`src/rtl/seq_mul_div_if.sv`:
```
// Request/result bundle for seq_mul_div: operands and op in, handshake and results out.
// Ports: start/op/a/b from the requester; ready/busy/done, result_lo/result_hi, ovf, dbz back.
// master = requester side, slave = engine side.
interface seq_mul_div_if #(
   parameter int N = 8
);
   logic         start;
   logic         op;
   logic [N-1:0] a;
   logic [N-1:0] b;
   logic         ready;
   logic         busy;
   logic         done;
   logic [N-1:0] result_lo;
   logic [N-1:0] result_hi;
   logic         ovf;
   logic         dbz;

   modport master (
      output start, op, a, b,
      input  ready, busy, done, result_lo, result_hi, ovf, dbz
   );

   modport slave (
      input  start, op, a, b,
      output ready, busy, done, result_lo, result_hi, ovf, dbz
   );
endinterface

```
`src/rtl/seq_mul_div.sv`:
```
// Multi-cycle N-bit multiplier (shift-add) / restoring divider, one add/sub iteration per clock.
// Latency: done pulses N cycles after the accepting edge (the edge itself for divide by zero).
// Backpressure: start accepted only while ready=1 (IDLE); ignored in CALC and DONE.
// Ports: clk, rst (sync, active-high), bus (seq_mul_div_if.slave): start/op/a/b in,
//        ready/busy/done, result_lo/result_hi, ovf, dbz out.
// Option: define SEQ_MUL_DIV_SIGNED_EN for two's-complement operands (sign fix-up on DONE entry).
module seq_mul_div #(
   parameter int N = 8
) (
   input  logic          clk,
   input  logic          rst,
   seq_mul_div_if.slave  bus
);

   localparam int CW = $clog2(N + 1);

   typedef enum logic [1:0] {
      IDLE = 2'd0,
      CALC = 2'd1,
      DONE = 2'd2
   } state_t;

   state_t        state_q, state_d;
   logic [CW-1:0] cnt_q, cnt_d;
   logic          op_q, op_d;
   // mul: multiplicand; div: divisor
   logic [N-1:0]  opnd_q, opnd_d;
   // mul: upper product half; div: partial remainder
   logic [N-1:0]  hi_q, hi_d;
   // mul: multiplier shifting out / low product shifting in; div: dividend out / quotient in
   logic [N-1:0]  lo_q, lo_d;

   logic          ready_q, ready_d;
   logic          busy_q, busy_d;
   logic          done_q, done_d;
   logic [N-1:0]  result_lo_q, result_lo_d;
   logic [N-1:0]  result_hi_q, result_hi_d;
   logic          ovf_q, ovf_d;
   logic          dbz_q, dbz_d;

   logic [N-1:0]  a_mag, b_mag;
   logic          accept;
   logic          div_zero;

   // One iteration of the shared datapath
   logic [N:0]    mul_sum;
   logic [N:0]    div_shift;
   logic [N-1:0]  div_diff;
   logic          div_borrow;
   logic [N-1:0]  it_hi, it_lo;

   // Final result as presented on DONE entry
   logic [N-1:0]  fin_lo, fin_hi;
   logic          fin_ovf;

`ifdef SEQ_MUL_DIV_SIGNED_EN
   logic          sa_q, sa_d;
   logic          sb_q, sb_d;
   logic          mnv_q, mnv_d;   // most-negative / -1 divide
   logic [2*N-1:0] prod_s;

   // Core always sees magnitudes; the most-negative value's magnitude still fits in N unsigned bits
   always_comb begin
      a_mag = bus.a[N-1] ? (~bus.a + 1'b1) : bus.a;
      b_mag = bus.b[N-1] ? (~bus.b + 1'b1) : bus.b;
   end

   always_comb begin
      prod_s = (sa_q ^ sb_q) ? (~{it_hi, it_lo} + 1'b1) : {it_hi, it_lo};
      if (op_q) begin
         fin_lo  = (sa_q ^ sb_q) ? (~it_lo + 1'b1) : it_lo;
         // truncating division: remainder follows the dividend's sign
         fin_hi  = sa_q ? (~it_hi + 1'b1) : it_hi;
         fin_ovf = mnv_q;
      end else begin
         fin_lo  = prod_s[N-1:0];
         fin_hi  = prod_s[2*N-1:N];
         // representable as N-bit signed only if the top N+1 bits are a pure sign extension
         fin_ovf = !((&prod_s[2*N-1:N-1]) || (~|prod_s[2*N-1:N-1]));
      end
   end
`else
   always_comb begin
      a_mag = bus.a;
      b_mag = bus.b;
   end

   always_comb begin
      fin_lo  = it_lo;
      fin_hi  = it_hi;
      fin_ovf = op_q ? 1'b0 : (|it_hi);
   end
`endif

   always_comb begin
      // multiply: add multiplicand into upper half when multiplier LSB set, then shift the 2N-bit pair right
      mul_sum    = {1'b0, hi_q} + (lo_q[0] ? {1'b0, opnd_q} : {(N+1){1'b0}});
      // divide: bring in next dividend MSB and trial-subtract the divisor
      div_shift  = {hi_q, lo_q[N-1]};
      div_borrow = (div_shift < {1'b0, opnd_q});
      // only consumed when there is no borrow, where the difference is < divisor and fits in N bits
      div_diff   = div_shift[N-1:0] - opnd_q;
      if (op_q) begin
         it_hi = div_borrow ? div_shift[N-1:0] : div_diff;
         it_lo = {lo_q[N-2:0], ~div_borrow};
      end else begin
         it_hi = mul_sum[N:1];
         it_lo = {mul_sum[0], lo_q[N-1:1]};
      end
   end

   assign accept   = bus.start && ready_q && (state_q == IDLE);
   assign div_zero = bus.op && (bus.b == '0);

   always_comb begin
      state_d     = state_q;
      cnt_d       = cnt_q;
      op_d        = op_q;
      opnd_d      = opnd_q;
      hi_d        = hi_q;
      lo_d        = lo_q;
      result_lo_d = result_lo_q;
      result_hi_d = result_hi_q;
      ovf_d       = ovf_q;
      dbz_d       = dbz_q;
`ifdef SEQ_MUL_DIV_SIGNED_EN
      sa_d        = sa_q;
      sb_d        = sb_q;
      mnv_d       = mnv_q;
`endif

      case (state_q)
         IDLE: begin
            if (accept) begin
               op_d = bus.op;
`ifdef SEQ_MUL_DIV_SIGNED_EN
               sa_d  = bus.a[N-1];
               sb_d  = bus.b[N-1];
               mnv_d = bus.op && (bus.a == {1'b1, {(N-1){1'b0}}}) && (&bus.b);
`endif
               if (div_zero) begin
                  // no iterations needed: report straight away
                  state_d     = DONE;
                  result_lo_d = '1;
                  result_hi_d = bus.a;
                  ovf_d       = 1'b0;
                  dbz_d       = 1'b1;
               end else begin
                  state_d = CALC;
                  cnt_d   = CW'(N - 1);
                  hi_d    = '0;
                  opnd_d  = bus.op ? b_mag : a_mag;
                  lo_d    = bus.op ? a_mag : b_mag;
               end
            end
         end
         CALC: begin
            hi_d = it_hi;
            lo_d = it_lo;
            if (cnt_q == '0) begin
               state_d     = DONE;
               result_lo_d = fin_lo;
               result_hi_d = fin_hi;
               ovf_d       = fin_ovf;
               dbz_d       = 1'b0;
            end else begin
               cnt_d = cnt_q - CW'(1);
            end
         end
         DONE: begin
            state_d = IDLE;
         end
         default: begin
            state_d = IDLE;
         end
      endcase

      ready_d = (state_d == IDLE);
      busy_d  = (state_d == CALC);
      done_d  = (state_d == DONE);
   end

   always_ff @(posedge clk) begin
      if (rst) begin
         state_q     <= IDLE;
         cnt_q       <= '0;
         op_q        <= 1'b0;
         opnd_q      <= '0;
         hi_q        <= '0;
         lo_q        <= '0;
         ready_q     <= 1'b1;
         busy_q      <= 1'b0;
         done_q      <= 1'b0;
         result_lo_q <= '0;
         result_hi_q <= '0;
         ovf_q       <= 1'b0;
         dbz_q       <= 1'b0;
`ifdef SEQ_MUL_DIV_SIGNED_EN
         sa_q        <= 1'b0;
         sb_q        <= 1'b0;
         mnv_q       <= 1'b0;
`endif
      end else begin
         state_q     <= state_d;
         cnt_q       <= cnt_d;
         op_q        <= op_d;
         opnd_q      <= opnd_d;
         hi_q        <= hi_d;
         lo_q        <= lo_d;
         ready_q     <= ready_d;
         busy_q      <= busy_d;
         done_q      <= done_d;
         result_lo_q <= result_lo_d;
         result_hi_q <= result_hi_d;
         ovf_q       <= ovf_d;
         dbz_q       <= dbz_d;
`ifdef SEQ_MUL_DIV_SIGNED_EN
         sa_q        <= sa_d;
         sb_q        <= sb_d;
         mnv_q       <= mnv_d;
`endif
      end
   end

   assign bus.ready     = ready_q;
   assign bus.busy      = busy_q;
   assign bus.done      = done_q;
   assign bus.result_lo = result_lo_q;
   assign bus.result_hi = result_hi_q;
   assign bus.ovf       = ovf_q;
   assign bus.dbz       = dbz_q;

endmodule

```
`src/flat_wrapper.sv`:
```
// flat-port wrapper written by rule: the top's interface ports become plain ports
module seq_mul_div_flat 
#(
   parameter int N = 8
)
  (clk, rst, bus_start, bus_op, bus_a, bus_b, bus_ready, bus_busy, bus_done, bus_result_lo, bus_result_hi, bus_ovf, bus_dbz);
  seq_mul_div_if #(.N(N)) bus_i ();
  input  logic clk;
  input  logic rst;
  input wire logic [$bits(bus_i.start)-1:0] bus_start;
  input wire logic [$bits(bus_i.op)-1:0] bus_op;
  input wire logic [$bits(bus_i.a)-1:0] bus_a;
  input wire logic [$bits(bus_i.b)-1:0] bus_b;
  output wire logic [$bits(bus_i.ready)-1:0] bus_ready;
  output wire logic [$bits(bus_i.busy)-1:0] bus_busy;
  output wire logic [$bits(bus_i.done)-1:0] bus_done;
  output wire logic [$bits(bus_i.result_lo)-1:0] bus_result_lo;
  output wire logic [$bits(bus_i.result_hi)-1:0] bus_result_hi;
  output wire logic [$bits(bus_i.ovf)-1:0] bus_ovf;
  output wire logic [$bits(bus_i.dbz)-1:0] bus_dbz;
  assign bus_i.start = bus_start;
  assign bus_i.op = bus_op;
  assign bus_i.a = bus_a;
  assign bus_i.b = bus_b;
  assign bus_ready = bus_i.ready;
  assign bus_busy = bus_i.busy;
  assign bus_done = bus_i.done;
  assign bus_result_lo = bus_i.result_lo;
  assign bus_result_hi = bus_i.result_hi;
  assign bus_ovf = bus_i.ovf;
  assign bus_dbz = bus_i.dbz;
  seq_mul_div #(.N(N)) u_core (.clk(clk), .rst(rst), .bus(bus_i));
endmodule
```
`config.mk`:
```
export PLATFORM = sky130hd
export DESIGN_NAME = seq_mul_div_flat
export DESIGN_NICKNAME = d
export VERILOG_FILES = /design/src/rtl/seq_mul_div_if.sv /design/src/rtl/seq_mul_div.sv /design/src/flat_wrapper.sv
export SDC_FILE = /design/constraint.sdc
export NUM_CORES = 1
export LEC_CHECK = 0
export ABC_CLOCK_PERIOD_IN_PS = 2200
export CAP_MARGIN = 15
export CELL_PAD_IN_SITES_DETAIL_PLACEMENT = 1
export CELL_PAD_IN_SITES_GLOBAL_PLACEMENT = 1
export CORE_ASPECT_RATIO = 0.75
export CORE_UTILIZATION = 38
export DETAILED_ROUTE_END_ITERATION = 12
export MAX_ROUTING_LAYER = met4
export PLACE_DENSITY_LB_ADDON = 0.1
export SETUP_SLACK_MARGIN = 0.02
export SYNTH_ARGS = -nofsm -noshare
export SYNTH_HDL_FRONTEND = slang
export SYNTH_SLANG_ARGS = --single-unit
```
`constraint.sdc`:
```
create_clock -name clk -period 2.2 [get_ports clk]
set_input_delay 0.66 -clock clk [delete_from_list [all_inputs] [get_ports clk]]
set_output_delay 0.66 -clock clk [all_outputs]
set_load 0.005 [all_outputs]
```
-- Yosys cells after proc, flatten, opt, wreduce, memory -nomap -nowiden
Index checks and enable logic that the tools add are counted.
- register bits after elaboration: 52
- bits of input ports: 20
- output and inout bits: 21
- word-level logic and storage cells: 78
- add/sub/neg operators: 3
- $lt $le $gt $ge: 1
- equal/unequal tests: 8
- muxes and demuxes: 37
- bitwise logic cells: 2
- reduce and logical (&&, ||, !) cells: 14
- operator list (kind ; number):
    $mux 8 ; 16
    $pmux 8 s2 ; 4
    $mux 4 ; 3
    $add 8x9->9 ; 1
    $lt 9x8->1 ; 1
    $logic_not 8->1 ; 1
    $pmux 4 s2 ; 1
    $reduce_and 4->1 ; 2
    $reduce_or 8->1 ; 1
    $sub 8x8->8 ; 1
    $mux 1 ; 7
    $mux 2 ; 3
    $ne 2x1->1 const B ; 3
    $reduce_and 3->1 ; 2
    $eq 2x1->1 const B ; 2
    $logic_not 2->1 ; 2
    $logic_not 4->1 ; 1
    $ne 2x2->1 const B ; 2
    $pmux 1 s2 ; 2
    $pmux 2 s2 ; 1
    $sub 4x1->4 const B ; 1
    $logic_and 1x1->1 ; 3
    $eq 2x2->1 const B ; 1
    $not 1->1 ; 2
    2 further kinds ; 2

-- Logic depth before layout (Yosys ltp)
Gate-level depths: netlist of the first run.
- depth in word-level cells: 7
- mapped depth: 11
- gate-level depth less buffers: 11

-- Least setup slack after synthesis of the first run
No wires, ideal clock.
- kind: register to register
- start: register u_core.lo_q[0]
- end: register u_core.ovf_q (netlist: u_core.bus.ovf)
- setup time: 0.073 ns
- arrival time: 2.173 ns
- required time: 2.127 ns
- slack: -0.046 ns
- stages on the path, launching flop included: 12
- buffers on the path: 0
- clock period less this slack: 2.246 ns
- cell sequence: dfxtp_1 > and2_1 > ha_1 > inv_1 > fa_1 > nor2b_1 > o31a_1 > o22ai_1 > mux2_2 > a31oi_2 > a32oi_2 > o211ai_2
- longest elaborated chain between the ends: 7
- RTL lines (item ; line ; source):
    start: declaration ; seq_mul_div.sv:31 ; logic [N-1:0] lo_q, lo_d;
    start signal: assignment ; seq_mul_div.sv:209 ; lo_q <= lo_d;
    $mux 8 ; seq_mul_div.sv:97 ; mul_sum = {1'b0, hi_q} + (lo_q[0] ? {1'b0, opnd_q} : {(N+1){1'b0}});
    $add 8x9->9 ; seq_mul_div.sv:97 ;
    $mux 8 ; seq_mul_div.sv:103 ; if (op_q) begin
    $reduce_or 8->1 ; seq_mul_div.sv:91 ; fin_ovf = op_q ? 1'b0 : (|it_hi);
    $mux 1 ; seq_mul_div.sv:91 ;
    $mux 1 ; seq_mul_div.sv:160 ; if (cnt_q == '0) begin
    $pmux 1 s2 ; seq_mul_div.sv:132 ; case (state_q)
    end signal: assignment ; seq_mul_div.sv:215 ; ovf_q <= ovf_d;
    end: declaration ; seq_mul_div.sv:38 ; logic ovf_q, ovf_d;
Every way passes these cells. The select of a mux whose other input is x is not followed.
A chain may end at the register's enable or synchronous reset.

-- Worst setup path after layout of the first run
Same ends and word-level chain as after synthesis.

==> results.cfg, run 1 <==
[placement]
dpl.cell_count = 612
routabilityCongestion = 0.837
hpwl_um = 8450
io_buffers = 40

[die]
die_x_um = 111
fp-row-count = 29
die-area_mm2 = 0.00932
start_util_pct = 39.6
die_h_um = 83.9
core_area_mm2 = 0.00856
pin_count = 41

[sta]
rsz0062_at_grt = yes
slew_headroom_pct = 53.1
finalWorstSetupSlack_ps = -252
setup_tns_ps = -1100
timing.final.crit_share_pct = 111
slew_viol_final = 0
fmax_mhz = 408
finalSetupViolations = 8
final_hold_viol_count = 0
tightest_slew_ps = 702
min_period_ps = 2450
finClkSkew_ps = 5.61

[cts]
cts_max_level = 2
cts_tree = built
cts_hold_buf = 0
cts_made_buffers = 5
clock_sinks = 52
clk_path_buf_depth = 2
clk_pin_slew_worst_paths_ps = 70
clock_latency_ps = 290
root_buffer = clkbuf_16

[synthesis]
synthSimpleGateAreaFrac_pct = 22.8
async_flop_share_pct = 0
synthAdderAreaFrac_pct = 7.45
netlist_instances = 419
synth_compound_area_share_pct = 24.7
synth_warnings = 0
synth-seq-cells = 52
synth_top_family_by_area = compound AO/OA/AOI/OAI gates
ys_types = 73
ys_seq_area_share_pct = 30.7
avgSynthCellArea_um2 = 8.10
synth_top_flop_cell = dfxtp_1
synth_fp_nets = 458
post_synth_instance_area_mm2 = 0.00339
synth_edf_count = 0
synth.area.mux_share_pct = 7.37
yosys.area_share.xor_xnor_pct = 1.55

[setup_path]
crit_slowest_cell = dfxtp_4
critical_path_class = reg2reg
cpPeakStageDelay_ps = 380
crit_required_ps = 2420
cp-end-kind = flop
path_cells = and2_4 -> ha_4 -> inv_2 -> fa_2 -> nor2b_4 -> o31a_1 -> o22ai_2 -> mux2_4 -> a31oi_4 -> a32oi_2 -> o211ai_2
rr_worst_depth = 11
worst-path-buf-inv = 1
timing.rr.end = u_core.bus.ovf$_SDFFE_PP0P_
r2r_slack_ps = -250
crit_path_start_kind = flop
r2r_start = u_core.lo_q[0]$_SDFFE_PP0P_
worstPathMaxFanout = 3
arrival_ps = 2670
cp_top_family = compound AO/OA/AOI/OAI gates

[cells_and_area]
multiInputGateArea_mm2 = 0.00263
final_cell_mix = 69 x buf_4, 68 x nor2_1, 42 x dfxtp_1, 32 x clkdlybuf4s50_1, 25 x nand2_1
instances_no_fill = 635
diodes = 0
area_growth_pct = 52.7
fin_nets = 565
fill_cells = 999
drive_gt1_share_pct = 37.2
final_common_cell = buf_4
register_area_mm2 = 0.00106

[grt]
grt_use_total_pct = 27.8
grt_max_degree = 36
grt_pass1_vias = 3695
antenna_found_initial = 0
grt_pass1_wl_um = 19700
overflow = 0

[route]
firstDrtPassIters = 4
routed_wirelength_um = 12200
avgViaCountPerCell = 5.60
avgRoutedWirePerCell_um = 19.2
antenna_left = 0
drtIter0Drc = 142
via_count = 3555
drc = 0

[power_and_ir_drop]
leakagePower_nw = 2.05
power.density_mw_per_mm2 = 903
vdd_drop_max_mv = 0.666

[job]
timing.max_cap.violations = 0

[worst_hold_path]
hp-class = reg2reg
whs_path_depth = 2
hold_start = u_core.bus.result_hi[3]$_SDFFE_PP0P_
min_to = u_core.bus.result_hi[3]$_SDFFE_PP0P_

[run_status]
status = finished with violations
violations = setup timing
where the power goes:
group	internal [mW]	total (mW)	leakage, nW	switching [mW]
Clock	0.455	0.805	0.0712	0.350
Combinational	1.31	2.61	1.55	1.30
Sequential	1.12	1.26	0.430	0.141
Total	2.89	4.68	2.05	1.79
Yosys cell counts (2+ instances only):
cell type	instances	area (um^2)
a211o_1	2	17.5
a211oi_1	11	82.6
a21o_1	3	22.5
a21oi_1	29	145
a22oi_1	3	22.5
a2bb2oi_1	2	17.5
a31oi_1	2	12.5
a31oi_4	2	42.5
and2_1	9	56.3
buf_1	3	11.3
buf_2	9	45.0
buf_4	2	15.0
clkbuf_1	9	33.8
dfxtp_1	52	1040
fa_1	2	40.0
ha_1	17	213
inv_1	22	82.6
mux2_2	8	90.1
mux2i_1	16	160
nand2_1	27	101
nand2b_1	3	18.8
nand3_1	9	45.0
nor2_1	72	270
nor2b_1	6	37.5
nor3_1	12	60.1
nor3b_1	2	15.0
o211ai_1	5	37.5
o21a_1	5	37.5
o21ai_0	17	85.1
o21ai_1	4	20.0
o21ai_2	3	26.3
o21bai_1	2	15.0
o31a_1	2	17.5
o31ai_1	2	15.0
o41ai_1	2	17.5
or3_1	2	12.5
xnor2_1	4	35.0
xor2_1	2	17.5
metal layers:
metal	vias to the layer above	global-route usage, %	wire length [um]
li1	1705	-	-
met1	1764	37.1	6010
met2	65	45.5	5750
met3	21	3.49	291
met4	0	5.41	163
met5	-	-	0
worst max path at each step:
stage	slack, ps	from	depth (start not counted)	to
after floorplan	30	u_core.lo_q[0]$_SDFFE_PP0P_	11	u_core.bus.ovf$_SDFFE_PP0P_
after global placement	-500	bus_b[3]	9	u_core.bus.result_hi[3]$_SDFFE_PP0P_
after detailed placement	-620	bus_b[3]	8	u_core.bus.ovf$_SDFFE_PP0P_
after CTS	-200	u_core.lo_q[0]$_SDFFE_PP0P_	12	u_core.bus.ovf$_SDFFE_PP0P_
after global routing	-290	u_core.lo_q[0]$_SDFFE_PP0P_	11	u_core.bus.ovf$_SDFFE_PP0P_
final	-250	u_core.lo_q[0]$_SDFFE_PP0P_	11	u_core.bus.ovf$_SDFFE_PP0P_
worst reg2reg max path: stages (launching register included):
cell      delay (ps)
dfxtp_4          380
and2_4           150
ha_4             140
inv_2             40
fa_2             360
nor2b_4          120
o31a_1           230
o22ai_2          140
mux2_4           340
a31oi_4          240
a32oi_2          150
o211ai_2          80
registers in the layout (all words and copies together) (netlist names), 2 cells and up:
register              flops
u_core.hi_q               8
u_core.bus.result_hi      8
u_core.cnt_q              4
u_core.opnd_q             8
u_core.lo_q               8
u_core.bus.result_lo      8
u_core.state_q            2
cell type report:
| class | instances | share of cell area (%) |
|---|---|---|
| multi-input cells | 322 | 50.7 |
| repair buffers | 123 | 21.9 |
| flip-flops and latches | 52 | 20.4 |
| clock buffers | 8 | 2.82 |
| well taps | 108 | 2.61 |
| inverters | 22 | 1.64 |
per-stage QoR:
| step | total power, mW | util (%) | setup slack, ps | area [um^2] | hold slack (ps) |
|---|---|---|---|---|---|
| finish | 4.68 | 60.5 | -252 | 5180 | 469 |
| global route | 4.95 | 60.5 | -292 | 5180 | 489 |
| CTS | 4.48 | 58.1 | -205 | 4980 | 470 |
| detailed placement | 3.34 | 51.0 | -617 | 4370 | 456 |
| global placement | 3.28 | 51.0 | -495 | 4370 | 450 |
| floorplan | 2.43 | - | 32.6 | 3400 | 448 |
kinds of logic after synthesis:
family,after synthesis
AOI/OAI and AO/OA,114
adders and majority gates,19
DFF,52
xor gates and xnor gates,6
and+or+nand+nor,159
buffers and inverters,45
muxes,24
timing repair:
item	CTS	global route
pin swaps	31	27
setup buffers	10	3
gates resized for setup	70	44
setup endpoints to repair	49	34
cloned	2	0
Power figures use the tool's default switching activity.
==> run 2, diff against run 1 <==
--- a/config.mk
+++ b/config.mk
@@ -12,7 +12,6 @@
 export CORE_ASPECT_RATIO = 0.75
 export CORE_UTILIZATION = 38
 export DETAILED_ROUTE_END_ITERATION = 12
-export MAX_ROUTING_LAYER = met4
 export PLACE_DENSITY_LB_ADDON = 0.1
 export SETUP_SLACK_MARGIN = 0.02
 export SYNTH_ARGS = -nofsm -noshare
==> run 2 against run 1 <==
Compared with the run above:
- setup slack worse by 9.2 ps
- the run still ends with setup timing left
- cell area unchanged
- count of clock-buffer cells in the layout is the same
- fmax is 0.37% lower
- die area is the same
- critical endpoint unchanged
- clock power about the same
- sequential power hardly changed
- critical path depth unchanged
==> results.cfg, run 2 (synthesis results as in run 1) <==
[run_status]
status = finished with violations
violations = setup timing

[cells_and_area]
final_cell_mix = 69 x buf_4, 68 x nor2_1, 42 x dfxtp_1, 32 x clkdlybuf4s50_1, 25 x nand2_1
diodes = 0
register_area_mm2 = 0.00106
multiInputGateArea_mm2 = 0.00263
final_common_cell = buf_4
post-route-cell-area_mm2 = 0.00518
area_growth_pct = 52.7
drive_gt1_share_pct = 37.2
fin_nets = 565
fill_cells = 999

[grt]
antenna_found_initial = 0
grt_use_total_pct = 27.0
overflow = 0
grt_pass1_vias = 3696
grt_max_degree = 36
grt_pass1_wl_um = 19600

[route]
drtIter0Drc = 140
routed_wirelength_um = 12200
drc = 0
firstDrtPassIters = 4
via_count = 3546
antenna_left = 0
avgRoutedWirePerCell_um = 19.3
avgViaCountPerCell = 5.58

[setup_path]
arrival_ps = 2680
worstPathMaxFanout = 3
crit_start = u_core.lo_q[0]$_SDFFE_PP0P_
r2r_slack_ps = -260
crit_path_start_kind = flop
r2r_start = u_core.lo_q[0]$_SDFFE_PP0P_
critical_path_class = reg2reg
crit_required_ps = 2420
cp-end-kind = flop

[sta]
fmax_mhz = 406
setup_tns_ps = -1100
slew_headroom_pct = 52.3
timing.final.crit_share_pct = 112
finClkSkew_ps = 3.08
final_hold_viol_count = 0
min_period_ps = 2460
finalWorstSetupSlack_ps = -262
rsz0062_at_grt = yes
finalSetupViolations = 8
slew_viol_final = 0
tightest_slew_ps = 714

[die]
die-area_mm2 = 0.00932
fp-row-count = 29
die_x_um = 111
core_area_mm2 = 0.00856
start_util_pct = 39.6
pin_count = 41
die_h_um = 83.9

[placement]
hpwl_um = 8450
place_area_mm2 = 0.00437
routabilityCongestion = 0.825
io_buffers = 40

[cts]
cts_tree = built
cts_max_level = 2
cts_made_buffers = 5
clock_sinks = 52
clock_latency_ps = 290
root_buffer = clkbuf_16
clk_pin_slew_worst_paths_ps = 70
clk_path_buf_depth = 2

[job]
timing.max_cap.violations = 0

[worst_hold_path]
hp-class = reg2reg
hold_start = u_core.bus.result_hi[3]$_SDFFE_PP0P_

[power_and_ir_drop]
power.density_mw_per_mm2 = 903
leakagePower_nw = 2.05
vdd_drop_max_mv = 0.665
run 2: worst paths after layout:
check	cells after the start	to
max	11	u_core.bus.ovf$_SDFFE_PP0P_
min	2	u_core.bus.result_hi[3]$_SDFFE_PP0P_
max reg2reg	11	u_core.bus.ovf$_SDFFE_PP0P_
min reg2reg	2	u_core.bus.result_hi[3]$_SDFFE_PP0P_
run 2: critical path, cell delays in order (launching register included):
cell and delay [ps]:
dfxtp_4 380, and2_4 150, ha_4 140, inv_2 40, fa_2 360, nor2b_4 120, o31a_1 230, o22ai_2 140
mux2_4 340, a31oi_4 240, a32oi_2 150, o211ai_2 80
run 2: layout make-up:
type | instances | share of cell area (%)
sequential | 52 | 20.4
tap | 108 | 2.61
multi-input combinational | 322 | 50.7
inverter | 22 | 1.64
clock buffer | 8 | 2.82
timing repair buffer | 123 | 21.9
run 2: through the flow:
| step | power [mW] | cells | util, % | hold slack, ps | setup slack, ps |
|---|---|---|---|---|---|
| after global routing | 4.95 | 635 | 60.5 | 489 | -292 |
| final | 4.68 | 635 | 60.5 | 468 | -262 |
| after global placement | 3.28 | 612 | 51.0 | 450 | -495 |
| after floorplan | 2.43 | 419 | - | 448 | 32.6 |
| after detailed placement | 3.34 | 612 | 51.0 | 456 | -617 |
| after CTS | 4.48 | 632 | 58.1 | 470 | -205 |
run 2: report_power, final:
group | internal [mW] | switching, mW
clock network | 0.455 | 0.347
logic | 1.31 | 1.30
registers | 1.12 | 0.142
run 2: routing by layer:
| metal | wire length [um] | part of all wire (%) | up-vias | global-route usage [%] |
|---|---|---|---|---|
| li1 | - | - | 1702 | - |
| met1 | 6060 | 50 | 1774 | 36.8 |
| met3 | 250 | 2.0 | 18 | 3.70 |
| met2 | 5770 | 47 | 52 | 45.6 |
| met5 | 0 | 0 | - | 0 |
| met4 | 141 | 1.2 | 0 | 5.41 |
run 2: what timing repair did:
action,in CTS,in global routing
gates cloned,2,0
buffers inserted,10,3
pin swaps,31,27
hold buffers,0,0
gates resized for setup,70,44
endpoints found under the setup margin,49,34
==> run 3, diff against run 2 <==
--- a/config.mk
+++ b/config.mk
@@ -14,6 +14,7 @@
 export DETAILED_ROUTE_END_ITERATION = 12
 export PLACE_DENSITY_LB_ADDON = 0.1
 export SETUP_SLACK_MARGIN = 0.02
+export SKIP_CTS_REPAIR_TIMING = 1
 export SYNTH_ARGS = -nofsm -noshare
 export SYNTH_HDL_FRONTEND = slang
 export SYNTH_SLANG_ARGS = --single-unit
==> run 3 against run 2 <==
Compared with the run above:
- the flow still finishes with violations (setup timing)
- clock power is 0.9% higher
- clock skew is 4.4 ps higher
- core utilization is 1.8 points lower
- critical path depth stayed put
- total power is 2.7% lower
- routed wire length is 1.1% lower
- combinational power is 5% lower
- sequential power hardly changed
- flip-flop and latch count stayed put
- register-to-register slack worse by 40 ps
- critical path type unchanged
- highest routed layer unchanged
==> results.cfg, run 3 (synthesis results as in run 1) <==
[run_status]
status = finished with violations
violations = setup timing

[power_and_ir_drop]
leakagePower_nw = 2.05
power_mw = 4.55
p_seq_share_pct = 27.8
switching_share_pct = 38.7
combinationalPowerShare_pct = 54.4
power.internal_mw = 2.79
power.density_mw_per_mm2 = 906
clockPowerShare_pct = 17.8
vdd_drop_max_mv = 0.684
switchingPower_mw = 1.76

[grt]
grt_use_total_pct = 24.3
grt_max_degree = 36
grt_pass1_vias = 3460
overflow = 0
grt_pass1_wl_um = 17800
antenna_found_initial = 0

[setup_path]
critical_path_class = reg2reg
crit_path_start_kind = flop
arrival_ps = 2730
cpPeakStageDelay_ps = 390
crit_slowest_cell = dfxtp_4
path_cells = and2_4 -> ha_4 -> inv_2 -> fa_2 -> nor2b_2 -> o31a_1 -> o22ai_2 -> mux2_4 -> a31oi_4 -> a22oi_1 -> nor2_1
worstPathMaxFanout = 5
cp-end-kind = flop
crit_required_ps = 2430

[route]
avgViaCountPerCell = 5.50
drc = 0
routed_wirelength_um = 12100
firstDrtPassIters = 4
antenna_left = 0
drtIter0Drc = 217
via_count = 3473
avgRoutedWirePerCell_um = 19.1

[sta]
tightest_slew_ps = 615
min_period_ps = 2510
slew_headroom_pct = 58.9
finalWorstSetupSlack_ps = -305
rsz0062_at_grt = yes
finalSetupViolations = 12
slew_viol_final = 0
final_hold_viol_count = 0
whs_ps = 463
finClkSkew_ps = 7.48
setup_tns_ps = -1680
timing.final.crit_share_pct = 114
fmax_mhz = 399

[placement]
routabilityCongestion = 0.825
io_buffers = 40
hpwl_um = 8450

[cells_and_area]
drive_gt1_share_pct = 34.2
area_growth_pct = 48.1
final_cell_mix = 71 x buf_4, 70 x nor2_1, 44 x dfxtp_1, 32 x clkdlybuf4s50_1, 26 x nand2_1
diodes = 0
final_common_cell = buf_4
fin_nets = 562

[die]
start_util_pct = 39.6
die_h_um = 83.9
pin_count = 41
die-area_mm2 = 0.00932
die_x_um = 111
core_area_mm2 = 0.00856
fp-row-count = 29

[cts]
clock_sinks = 52
root_buffer = clkbuf_16
clk_pin_slew_worst_paths_ps = 70
cts_max_level = 2
clock_latency_ps = 300
cts_made_buffers = 5
cts_tree = built
clk_path_buf_depth = 2

[job]
timing.max_cap.violations = 0

[worst_hold_path]
hp-class = reg2reg
-- run 3: area by class of cell --
class / count / area (um^2)
repair buffers: 120 / 1080
flip-flops and latches: 52 / 1050
inverters: 22 / 82.6
fillers: 994 / 3540
multi-input cells: 322 / 2530
clock buffers: 8 / 146
well taps: 108 / 135
-- run 3: power by group through the flow --
stage	clock network [mW]	registers, mW	logic, mW
floorplan	0	1.24	1.19
global placement	0	1.26	2.02
detailed placement	0	1.27	2.06
CTS	0.816	1.25	2.09
global route	0.862	1.29	2.68
finish	0.809	1.27	2.48
-- run 3: path summary, 6_finish.rpt --
kind	startpoint	to	slack, ps	cells after the start
min reg2reg	u_core.bus.result_hi[5]$_SDFFE_PP0P_	u_core.bus.result_hi[5]$_SDFFE_PP0P_	460	2
max	u_core.lo_q[0]$_SDFFE_PP0P_	u_core.hi_q[5]$_SDFFE_PP0P_	-310	11
max reg2reg	u_core.lo_q[0]$_SDFFE_PP0P_	u_core.hi_q[5]$_SDFFE_PP0P_	-310	11
min	u_core.bus.result_hi[5]$_SDFFE_PP0P_	u_core.bus.result_hi[5]$_SDFFE_PP0P_	460	2
-- run 3: through the flow --
stage          std cells  instance area, um^2  util [%]  setup slack [ps]
5_1_grt              632                 5030      58.7              -373
3_3_place_gp         612                 4370      51.0              -495
3_5_place_dp         612                 4370      51.0              -617
2_1_floorplan        419                 3400         -              32.6
6_report             632                 5030      58.7              -305
4_1_cts              620                 4510      52.7              -408
-- run 3: worst max-delay path: cells and delay by family, from the launching register on --
family | cells | cell delay [ps]
AOI/OAI and AO/OA | 4 | 710
adders and majority gates | 2 | 530
and+or+nand+nor | 3 | 440
DFF | 1 | 390
muxes | 1 | 330
buffers and inverters | 1 | 40
-- run 3: per-layer routing --
layer	GRT usage (%)	wire length, um	vias up
li1	-	-	1693
met1	34.6	5800	1722
met2	39.1	5810	48
met3	3.41	390	10
met4	5.28	91	0
met5	0	0	-
